`src/rtl/seq_add_pkg.sv`:
```
// Shared types and constants for the sequential slice-based adder.
// Operand width must be an exact multiple of the slice width.
package seq_add_pkg;

  typedef enum logic [1:0] {
    IDLE = 2'd0,
    RUN  = 2'd1,
    DONE = 2'd2
  } state_e;

  localparam int WIDTH_DEF = 64;
  localparam int SLICE_DEF = 4;

  function automatic int steps(input int width, input int slice);
    return width / slice;
  endfunction

endpackage

```
`src/rtl/add_slice.sv`:
```
// SLICE-bit ripple-carry adder built from single-bit full-adder cells.
// Purely combinational; sets the critical path of the sequential adder.
module add_slice #(
  parameter int SLICE = 4
) (
  input  logic [SLICE-1:0] a,
  input  logic [SLICE-1:0] b,
  input  logic             c_in,
  output logic [SLICE-1:0] sum,
  output logic             c_out
);

  logic [SLICE:0] c;

  assign c[0] = c_in;

  for (genvar i = 0; i < SLICE; i++) begin : g_fa
    assign sum[i]  = a[i] ^ b[i] ^ c[i];
    assign c[i+1]  = (a[i] & b[i]) | (c[i] & (a[i] ^ b[i]));
  end

  assign c_out = c[SLICE];

endmodule

```
`src/rtl/seq_add64_ctrl.sv`:
```
// Multi-cycle WIDTH-bit add/sub: one SLICE-bit slice walked LSB-first over N cycles.
// Done pulses N edges after accept; a start in the DONE cycle is accepted back-to-back.
module seq_add64_ctrl
  import seq_add_pkg::*;
#(
  parameter int WIDTH = WIDTH_DEF,
  parameter int SLICE = SLICE_DEF
) (
  input  logic             clk,
  input  logic             rst,
  input  logic             start,
  input  logic             sub,
  input  logic [WIDTH-1:0] a,
  input  logic [WIDTH-1:0] b,
  input  logic             cin,
  output logic             busy,
  output logic             done,
  output logic [WIDTH-1:0] sum,
  output logic             cout,
  output logic             overflow
);

  localparam int N      = steps(WIDTH, SLICE);
  localparam int IDX_W  = (N > 1) ? $clog2(N) : 1;
  localparam int BASE_W = (WIDTH > 1) ? $clog2(WIDTH) : 1;
  localparam logic [IDX_W-1:0] LAST_IDX = IDX_W'(N - 1);

  state_e           state_q, state_d;
  logic [WIDTH-1:0] a_q, a_d;
  logic [WIDTH-1:0] b_q, b_d;
  logic             carry_q, carry_d;
  logic [IDX_W-1:0] idx_q, idx_d;
  logic [WIDTH-1:0] sum_q, sum_d;
  logic             cout_q, cout_d;
  logic             ovf_q, ovf_d;
  logic             busy_q, busy_d;
  logic             done_q, done_d;

  logic [BASE_W-1:0] base;
  logic [SLICE-1:0]  a_slice, b_slice, s_slice;
  logic              c_slice;
  logic              accept;

  assign base    = BASE_W'(int'(idx_q) * SLICE);
  assign a_slice = a_q[base +: SLICE];
  assign b_slice = b_q[base +: SLICE];

  add_slice #(
    .SLICE (SLICE)
  ) u_slice (
    .a     (a_slice),
    .b     (b_slice),
    .c_in  (carry_q),
    .sum   (s_slice),
    .c_out (c_slice)
  );

  // DONE is not busy, so a held start restarts without an idle cycle.
  assign accept = start && (state_q == IDLE || state_q == DONE);

  always_comb begin
    state_d = state_q;
    a_d     = a_q;
    b_d     = b_q;
    carry_d = carry_q;
    idx_d   = idx_q;
    sum_d   = sum_q;
    cout_d  = cout_q;
    ovf_d   = ovf_q;

    unique case (state_q)
      IDLE: state_d = IDLE;
      RUN: begin
        sum_d[base +: SLICE] = s_slice;
        carry_d              = c_slice;
        if (idx_q == LAST_IDX) begin
          idx_d   = '0;
          state_d = DONE;
          cout_d  = c_slice;
          // b_q already holds the inverted operand for subtract.
          ovf_d   = (a_q[WIDTH-1] == b_q[WIDTH-1]) && (s_slice[SLICE-1] != a_q[WIDTH-1]);
        end else begin
          idx_d = idx_q + IDX_W'(1);
        end
      end
      DONE:    state_d = IDLE;
      default: state_d = IDLE;
    endcase

    if (accept) begin
      a_d     = a;
      b_d     = b ^ {WIDTH{sub}};
      carry_d = sub ? 1'b1 : cin;
      idx_d   = '0;
      state_d = RUN;
    end

    busy_d = (state_d == RUN);
    done_d = (state_d == DONE);
  end

  always_ff @(posedge clk or posedge rst) begin
    if (rst) begin
      state_q <= IDLE;
      a_q     <= '0;
      b_q     <= '0;
      carry_q <= 1'b0;
      idx_q   <= '0;
      sum_q   <= '0;
      cout_q  <= 1'b0;
      ovf_q   <= 1'b0;
      busy_q  <= 1'b0;
      done_q  <= 1'b0;
    end else begin
      state_q <= state_d;
      a_q     <= a_d;
      b_q     <= b_d;
      carry_q <= carry_d;
      idx_q   <= idx_d;
      sum_q   <= sum_d;
      cout_q  <= cout_d;
      ovf_q   <= ovf_d;
      busy_q  <= busy_d;
      done_q  <= done_d;
    end
  end

  assign busy     = busy_q;
  assign done     = done_q;
  assign sum      = sum_q;
  assign cout     = cout_q;
  assign overflow = ovf_q;

endmodule

```
`config.mk`:
```
export PLATFORM = sky130hd
export DESIGN_NAME = seq_add64_ctrl
export DESIGN_NICKNAME = d
export VERILOG_FILES = /design/src/rtl/seq_add_pkg.sv /design/src/rtl/add_slice.sv /design/src/rtl/seq_add64_ctrl.sv
export SDC_FILE = /design/constraint.sdc
export NUM_CORES = 1
export LEC_CHECK = 0
export BUFFER_PORTS_ARGS = -buffer_cell sky130_fd_sc_hd__buf_4
export CAP_MARGIN = 15
export CORE_ASPECT_RATIO = 0.75
export CORE_MARGIN = 8
export CORE_UTILIZATION = 50
export DETAILED_ROUTE_END_ITERATION = 10
export GPL_TIMING_DRIVEN = 0
export PLACE_DENSITY = 0.74
export SYNTH_ARGS = -nofsm -noshare
export SYNTH_HDL_FRONTEND = slang
export SYNTH_SLANG_ARGS = --single-unit
```
`constraint.sdc`:
```
create_clock -name clk -period 9.55 [get_ports clk]
set_clock_uncertainty 0.05 [all_clocks]
set_input_delay 1.91 -clock clk [delete_from_list [all_inputs] [get_ports clk]]
set_output_delay 1.91 -clock clk [all_outputs]
set_load 0.02 [all_outputs]
```
# ---- After elaboration in Yosys (flattened, before gate mapping)
# Cells that the tools add are included.
dict set report op_classes {
  addsub 2
  eq_ne 7
  n_shift 4
  muxes 10
  n_bitwise 21
  reduce_logical 6
}
# operator count
set ops {}
lappend ops {{variable part select 64 x 7 -> 4 bit} 2}
lappend ops {{bitwise mux 64 bit} 1}
lappend ops {{variable shift 4 x 8 -> 64 bit, first input constant} 1}
lappend ops {{variable part select 4 x 8 -> 64 bit} 1}
lappend ops {{bitwise XOR 64 bit} 1}
lappend ops {{2-to-1 mux 4 bit} 3}
lappend ops {{AND 1 bit} 8}
lappend ops {{negation 6 -> 8 bit} 1}
lappend ops {{bitwise XOR 1 bit} 8}
lappend ops {{2-to-1 mux 2 bit} 3}
lappend ops {{adder 4 x 1 -> 4 bit, second input constant} 1}
lappend ops {{== test 2 x 1 -> 1 bit, second input constant} 2}
lappend ops {{== test 2 bit, second input constant} 2}
lappend ops {{== test 4 bit, second input constant} 1}
lappend ops {{OR 1 bit} 4}
lappend ops {{2-to-1 mux 1 bit} 3}
lappend ops {{logical AND 1 bit} 2}
lappend ops {{logical NOT 2 bit} 1}
lappend ops {{AND reduction 2 bit} 1}
lappend ops {{nonzero test 2 bit} 1}
lappend ops {{== test 1 bit} 1}
lappend ops {{logical OR 1 bit} 1}
lappend ops {{!= test 1 bit} 1}
dict set report totals {
  register_bits 203
  input_bits 133
  out_inout_bits 68
  wordCells 60
}

# ---- Logic depth before layout (Yosys ltp)
# Gate-level depths: netlist of run 1.
dict set report logic_depth {
  word_depth 12
  depth_mapped 15
  depth_no_buf 11
}

# ---- By module
# A second synthesis of run 1 with hierarchy kept.
dict set report unflattened {
  hier_cells 901
  hier_area_um2 9559.2
}
# mod instances cells_each area_each_um2 seq_area_each_um2
set modules_own_cells {}
lappend modules_own_cells {seq_add64_ctrl 1 887 9441.6 5079.9}
lappend modules_own_cells {add_slice 1 14 117.6 0.0}

# ---- Worst setup path before layout of run 1
# OpenSTA, ideal clock, no wires.
dict set report synth_timing {
  kind {flip-flop to flip-flop}
  start {register idx_q[0]}
  end {register ovf_q, in the netlist overflow}
  setup_time_ns 0.131
  arrival_time_ns 3.969
  required_time_ns 9.369
  slack_ns 5.399
  stages_incl_launch_ff 14
  path_buffers 3
  period_less_slack_ns 4.151
  cell_sequence {dfrtp_1 > buf_6 > buf_2 > mux4_2 > a22oi_1 > o21ai_0 > fa_1 > fa_1 > fa_1 > fa_1 > clkbuf_1 > nor2_1 > a21oi_1 > a21oi_1}
}
dict set report synth_via {
  elab_chain_cells 11
  word_cells_on_any_way 20
  classes_between {eq/ne (2); shift (2); bitwise (14); reduce/logical (2)}
}
# item line
set synth_rtl {}
lappend synth_rtl {{start, declared} seq_add64_ctrl.sv:32} ;# logic [IDX_W-1:0] idx_q, idx_d;
lappend synth_rtl {{start signal, assigned} seq_add64_ctrl.sv:119} ;# idx_q <= idx_d;
lappend synth_rtl {{variable part select 64 x 7 -> 4 bit (on tied branches)} {seq_add64_ctrl.sv:45, seq_add64_ctrl.sv:46}}
lappend synth_rtl {{bitwise XOR 1 bit} add_slice.sv:19} ;# assign c[i+1] = (a[i] & b[i]) | (c[i] & (a[i] ^ b[i]));
lappend synth_rtl {{AND 1 bit} add_slice.sv:19}
lappend synth_rtl {{OR 1 bit} add_slice.sv:19}
lappend synth_rtl {{AND 1 bit} add_slice.sv:19}
lappend synth_rtl {{OR 1 bit} add_slice.sv:19}
lappend synth_rtl {{AND 1 bit} add_slice.sv:19}
lappend synth_rtl {{OR 1 bit} add_slice.sv:19}
lappend synth_rtl {{bitwise XOR 1 bit} add_slice.sv:18} ;# assign sum[i] = a[i] ^ b[i] ^ c[i];
lappend synth_rtl {{!= test 1 bit} seq_add64_ctrl.sv:81} ;# ovf_d = (a_q[WIDTH-1] == b_q[WIDTH-1]) && (s_slice[SLICE-1] != a_q[WIDTH-1]);
lappend synth_rtl {{logical AND 1 bit} seq_add64_ctrl.sv:81}
lappend synth_rtl {{end signal, assigned} seq_add64_ctrl.sv:122} ;# ovf_q <= ovf_d;
lappend synth_rtl {{end, declared} seq_add64_ctrl.sv:35} ;# logic ovf_q, ovf_d;
# Several ways; a longest one is shown, not always the timed one.
# A chain may end at the register's enable or synchronous reset.

# ---- Final worst setup path of run 1
dict set report layout_timing {
  start {register idx_q[1]}
  end {register ovf_q, in the netlist overflow}
}
# The elaborated chain is that of the path after synthesis.

==> results of run 1 <==
power groups by stage:
stage          Clock (W)  Sequential (W)  Combinational (W)
2_1_floorplan          0         0.00157            0.00140
3_3_place_gp           0         0.00147            0.00228
3_5_place_dp           0         0.00149            0.00235
4_1_cts         0.000821         0.00148            0.00236
5_1_grt         0.000857         0.00153            0.00256
6_report        0.000809         0.00148            0.00234
worst max-delay path: stages, from the launching register on:
cell	delay (ns)
dfrtp_1	0.39
buf_6	0.16
clkbuf_1	0.68
mux4_2	0.44
a22oi_1	0.21
o21ai_0	0.17
fa_1	0.47
fa_1	0.48
fa_1	0.47
fa_1	0.67
clkbuf_1	0.44
nor2_1	0.10
a21oi_1	0.18
a21oi_1	0.10
cell families (layout without fill, tap and decap cells):
| family | after synthesis | in the layout | synth area share [%] |
|---|---|---|---|
| xor gates and xnor gates | 70 | 70 | 6.54 |
| and+or+nand+nor | 327 | 327 | 14.4 |
| AOI/OAI and AO/OA | 108 | 108 | 6.65 |
| DFF | 203 | 203 | 52.3 |
| buffers and inverters | 68 | 305 | 3.68 |
| adders and majority gates | 8 | 8 | 1.34 |
| muxes | 113 | 113 | 15.1 |
state kept, by name (all words and copies together) (netlist names):
| name | count |
|---|---|
| a_q | 64 |
| sum | 64 |
| busy | 1 |
| done | 1 |
| overflow | 1 |
| cout | 1 |
| b_q | 64 |
| state_q | 2 |
| carry_q | 1 |
| idx_q | 4 |
cell type report:
type / instances / area [um^2] / share of cell area (%)
plain buffers: 64 / 343 / 2.80
multi-input cells: 626 / 4280 / 35.0
inverters: 4 / 22.5 / 0.184
flip-flops and latches: 203 / 5080 / 41.5
clock inverters: 6 / 67.6 / 0.552
repair buffers: 200 / 1520 / 12.4
well taps: 253 / 317 / 2.58
clock buffers: 31 / 613 / 5.01
metrics by stage:
step                      setup TNS (ns)  hold slack, ns  setup slack, ns
after CTS                              0           0.426             4.45
final                                  0           0.423             4.41
after global routing                   0           0.442             4.24
after global placement            -16.99           0.401          -0.0994
after detailed placement               0           0.411             4.48
after floorplan                        0           0.390             2.05
metal layers:
metal / wire length, um / vias to the layer above / global-route usage, %
li1: - / 3452 / -
met1: 12300 / 3654 / 32.0
met2: 11900 / 269 / 33.0
met3: 1880 / 30 / 4.88
met4: 439 / 0 / 4.42
met5: 0 / - / 0
worst paths after layout:
path	from	end	slack [ns]	depth (start not counted)
worst max register to register	idx_q[1]	overflow	4.41	13
worst max-delay path	idx_q[1]	overflow	4.41	13
max in group asynchronous	rst	b_q[52]	7.04	3
worst min-delay path	b_q[57]	b_q[57]	0.42	2
min in group asynchronous	rst	b_q[8]	1.41	2
worst min register to register	b_q[57]	b_q[57]	0.42	2
cells in the final DEF, fill, tap and decap left out, types with 18 or more instances in the layout:
| master | instances |
|---|---|
| buf_2 | 19 |
| nand2_1 | 270 |
| clkbuf_16 | 21 |
| clkbuf_1 | 36 |
| xnor2_1 | 66 |
| buf_4 | 200 |
| mux2_2 | 49 |
| mux2i_1 | 32 |
| dfrtp_1 | 203 |
| o21ai_0 | 73 |
| nor2_1 | 18 |
==> impl_metrics.py, run 1 <==
metrics = {
    "clock_network": {
        "cts_made_buffers": 21,
        "clk_pin_slew_ns": 0.06,
        "clock_latency_ns": 0.50,
        "postCtsSetupRepairBufs": 0,
        "cts_tree": "done",
        "root_buffer": "clkbuf_16",
        "clock_sinks": 203,
        "htree_levels": 1,
        "cts_resized": 0,
        "ctsHoldBuffers": 0,
        "cts_max_path_buffers": 3,
    },
    "synth": {
        "synth_top_area_share_pct": 52.3,
        "ys.flop_type": "dfrtp_1",
        "synth_seq_cells": 203,
        "yosysTopAreaCell": "dfrtp_1",
        "synth_nets": 1038,
        "synth_edf_count": 0,
        "synth_commonest_cells": "270 x nand2_1, 203 x dfrtp_1, 73 x o21ai_0",
        "synthCells": 897,
        "ys_top_cells_by_area": "dfrtp_1 52%, nand2_1 10%, xnor2_1 5.9%",
        "async_reset_ff_share_pct": 100,
        "ys_warn_count": 0,
        "avgSynthCellArea_um2": 10.8,
        "yosysMostFrequentCell": "nand2_1",
        "syn-cell-area_um2": 9720,
        "yosysSeqAreaShare_pct": 52.3,
        "synth.distinct_cells": 46,
    },
    "power": {
        "p_sw_w": 0.00196,
        "pwr-share-seq_pct": 32.0,
        "leakagePower_nw": 5.99,
        "internal_power_w": 0.00267,
        "switching_share_pct": 42.4,
        "totalPowerFinal_w": 0.00463,
        "power_density_nw_per_um2": 378,
        "pwr-share-clk_pct": 17.5,
        "vdd_drop_max_v": 0.000273,
        "pwr-share-comb_pct": 50.6,
    },
    "floorplanning": {
        "io-pin-count": 201,
        "coreArea_um2": 19200,
        "chipWidth_um": 177,
        "start_util_pct": 50.6,
        "dieArea_um2": 24200,
        "die_height_um": 137,
        "std_cell_rows": 44,
    },
    "route": {
        "drt_iter0_markers": 689,
        "drtAntennaViolNets": 0,
        "finalWirelength_um": 26500,
        "wl_per_cell_um": 19.1,
        "viasPerCell": 5.34,
        "drc_errors": 0,
        "vias": 7405,
        "dr.pass1.iters": 5,
    },
    "sta": {
        "hold_viol": 0,
        "slew_violations": 0,
        "timing.fmax_mhz": 195,
        "final.min_clock_period_ns": 5.14,
        "finalCritPeriodShare_pct": 53.8,
        "setup_viol": 0,
        "worstMarginPinSlew_ns": 0.898,
        "max_slew_margin_pct": 40.1,
        "rsz0062_at_grt": "no",
    },
    "cells_and_area": {
        "antenna_cells": 0,
        "instances_no_fill": 1387,
        "design_area_um2": 12200,
        "fill_cells": 1586,
        "drive_gt1_share_pct": 32.0,
        "nets": 1261,
        "area_growth_pct": 26.0,
        "utilization_pct": 63.7,
    },
    "setup_path": {
        "crit_arrival_ns": 5.46,
        "critPathCaptureType": "flip-flop",
        "path_class": "flip-flop to flip-flop",
        "critPathMaxFanout": 10,
        "cp.required_ns": 9.87,
        "cp-start-kind": "flip-flop",
    },
    "place": {
        "placed_cells": 1350,
        "dp_hpwl_um": 19800,
        "io_buffer_count": 199,
        "place_congestion": 0.822,
        "placed_area_um2": 11600,
    },
    "global_route": {
        "grt_usage_pct": 21.9,
        "antenna_found_initial": 0,
        "grt_pass1_vias": 7633,
        "gr-total-overflow": 0,
        "grt_pass1_wl_um": 41600,
        "grt_start_max_net_pins": 135,
    },
    "job": {
        "cap_violations": 0,
    },
    "min_path": {
        "hold_class": "flip-flop to flip-flop",
    },
    "status": {
        "outcome": "finished, final reports clean",
    },
}
No activity file was read; power rests on OpenSTA's default activity.
==> run 2: changes to the inputs <==
==> constraint.sdc (replaced) <==
create_clock -name clk -period 5.3 [get_ports clk]
set_clock_uncertainty 0.05 [all_clocks]
set_input_delay 1.06 -clock clk [delete_from_list [all_inputs] [get_ports clk]]
set_output_delay 1.06 -clock clk [all_outputs]
set_load 0.02 [all_outputs]
==> impl_metrics.py, run 2 (synthesis results as in run 1) <==
metrics = {
    "global_route": {
        "grt_pass1_wl_um": 41400,
        "grt_start_max_net_pins": 44,
        "grt_pass1_vias": 7776,
        "grt_usage_pct": 21.7,
        "antenna_found_initial": 0,
        "gr-total-overflow": 0,
    },
    "place": {
        "io_buffer_count": 199,
        "placed_cells": 1354,
        "place_congestion": 0.813,
        "dp_hpwl_um": 20100,
    },
    "clock_network": {
        "htree_levels": 1,
        "ctsHoldBuffers": 0,
        "cts_max_path_buffers": 3,
        "cts_tree": "done",
        "clk_pin_slew_ns": 0.06,
        "cts_resized": 0,
        "root_buffer": "clkbuf_16",
        "postCtsSetupRepairBufs": 0,
        "clock_sinks": 203,
        "clock_latency_ns": 0.50,
        "cts_made_buffers": 21,
    },
    "power": {
        "pwr-share-clk_pct": 16.8,
        "pwr-share-seq_pct": 32.2,
        "switching_share_pct": 42.5,
        "leakagePower_nw": 6.01,
        "p_sw_w": 0.00351,
        "power_density_nw_per_um2": 673,
        "pwr-share-comb_pct": 51.0,
        "internal_power_w": 0.00475,
        "vdd_drop_max_v": 0.000569,
    },
    "floorplanning": {
        "std_cell_rows": 44,
        "dieArea_um2": 24200,
        "die_height_um": 137,
        "coreArea_um2": 19200,
        "start_util_pct": 50.6,
        "io-pin-count": 201,
        "chipWidth_um": 177,
    },
    "sta": {
        "max_slew_margin_pct": 42.8,
        "final.min_clock_period_ns": 4.96,
        "timing.fmax_mhz": 201,
        "slew_violations": 0,
        "hold_viol": 0,
        "worstMarginPinSlew_ns": 0.857,
        "tns_ns": 0,
        "setup_viol": 0,
        "rsz0062_at_grt": "no",
        "finalCritPeriodShare_pct": 93.6,
    },
    "setup_path": {
        "path_class": "flip-flop to flip-flop",
        "rr_worst_depth": 13,
        "cp_cell_sequence": "buf_6 > clkbuf_1 > mux4_2 > a22oi_1 > o21ai_0 > fa_1 > fa_1 > fa_1 > fa_1 > clkbuf_1 > nor2_1 > a21oi_1 > a21oi_1",
        "cp_slowest_cell": "clkbuf_1",
        "crit_arrival_ns": 5.28,
        "r2r-start": "idx_q[1]",
        "max_stage_delay_ns": 0.65,
        "crit_top_cell": "fa_1",
        "critPathMaxFanout": 10,
        "cp-start-kind": "flip-flop",
        "r2r-end": "overflow",
        "critPathCaptureType": "flip-flop",
        "reg2reg_slack_ns": 0.34,
        "cp.required_ns": 5.62,
    },
    "cells_and_area": {
        "instances_no_fill": 1389,
        "layout_commonest_cell": "nand2_1",
        "final_cell_mix": "270 x nand2_1, 203 x dfrtp_1, 200 x buf_4",
        "area_growth_pct": 26.2,
        "nets": 1265,
        "drive_gt1_share_pct": 32.3,
        "antenna_cells": 0,
    },
    "route": {
        "drt_iter0_markers": 502,
        "finalWirelength_um": 26100,
        "drtAntennaViolNets": 0,
        "drc_errors": 0,
        "wl_per_cell_um": 18.8,
        "viasPerCell": 5.28,
        "vias": 7339,
        "dr.pass1.iters": 5,
    },
    "min_path": {
        "hold_class": "flip-flop to flip-flop",
        "min_to": "a_q[24]",
        "holdPathStages": 2,
        "hp-start": "a_q[24]",
    },
    "job": {
        "cap_violations": 0,
    },
    "status": {
        "outcome": "finished, final reports clean",
    },
}
## run 2: cell count changes in the layout (fill, tap and decap cells not counted)
cell       change
inv_6          -1
clkinv_2       +4
clkbuf_1       -2
buf_16         -1
inv_8          -2
bufinv_16      -1
buf_12         +5
## run 2: critical path, delay by kind of cell (launching register included)
family	cells	cell delay (ns)
AOI/OAI and AO/OA	4	0.58
DFF	1	0.38
muxes	1	0.45
buffers and inverters	3	1.23
and+or+nand+nor	1	0.09
adders and majority gates	4	2.05
## run 2: power groups by stage
stage	registers [W]	logic, W	clock network [W]
2_1_floorplan	0.00283	0.00252	0
3_3_place_gp	0.00265	0.00411	0
3_5_place_dp	0.00268	0.00422	0
4_1_cts	0.00266	0.00424	0.00141
5_1_grt	0.00274	0.00462	0.00147
6_report	0.00266	0.00421	0.00139
## run 2: worst max path at each step
stage	slack (ns)	from	depth (start not counted)	to
finish	0.34	idx_q[1]	13	overflow
floorplan	1.15	idx_q[0]	13	overflow
global route	0.11	idx_q[1]	13	overflow
CTS	0.32	idx_q[1]	13	overflow
global placement	0.35	idx_q[1]	13	overflow
detailed placement	0.33	idx_q[1]	13	overflow
## run 2: layout make-up
class | instances | area, um^2
Fill cell | 1558 | 6940
Sequential cell | 203 | 5080
Multi-Input combinational cell | 626 | 4280
Timing Repair Buffer | 204 | 1590
Clock buffer | 29 | 606
Buffer | 64 | 343
Tap cell | 253 | 317
Clock inverter | 6 | 30.0
Inverter | 4 | 18.8
## run 2: layer usage
layer	track usage (%)	wire, um	part of all wire [%]	up-vias
li1	-	-	-	3464
met1	31.6	12300	47	3586
met2	32.7	11500	44	257
met3	5.21	2010	7.7	32
met4	4.47	423	1.6	0
met5	0	0	0	-
## run 2: metrics by stage
| step | power (W) | utilization [%] | cell area, um^2 | hold WS (ns) | setup WS, ns |
|---|---|---|---|---|---|
| 2_1_floorplan | 0.00535 | - | 9730 | 0.390 | 1.15 |
| 3_3_place_gp | 0.00676 | 60.0 | 11500 | 0.404 | 0.351 |
| 3_5_place_dp | 0.00690 | 60.6 | 11600 | 0.408 | 0.327 |
| 4_1_cts | 0.00830 | 63.9 | 12300 | 0.423 | 0.317 |
| 5_1_grt | 0.00884 | 63.9 | 12300 | 0.436 | 0.114 |
| 6_report | 0.00826 | 63.9 | 12300 | 0.421 | 0.337 |
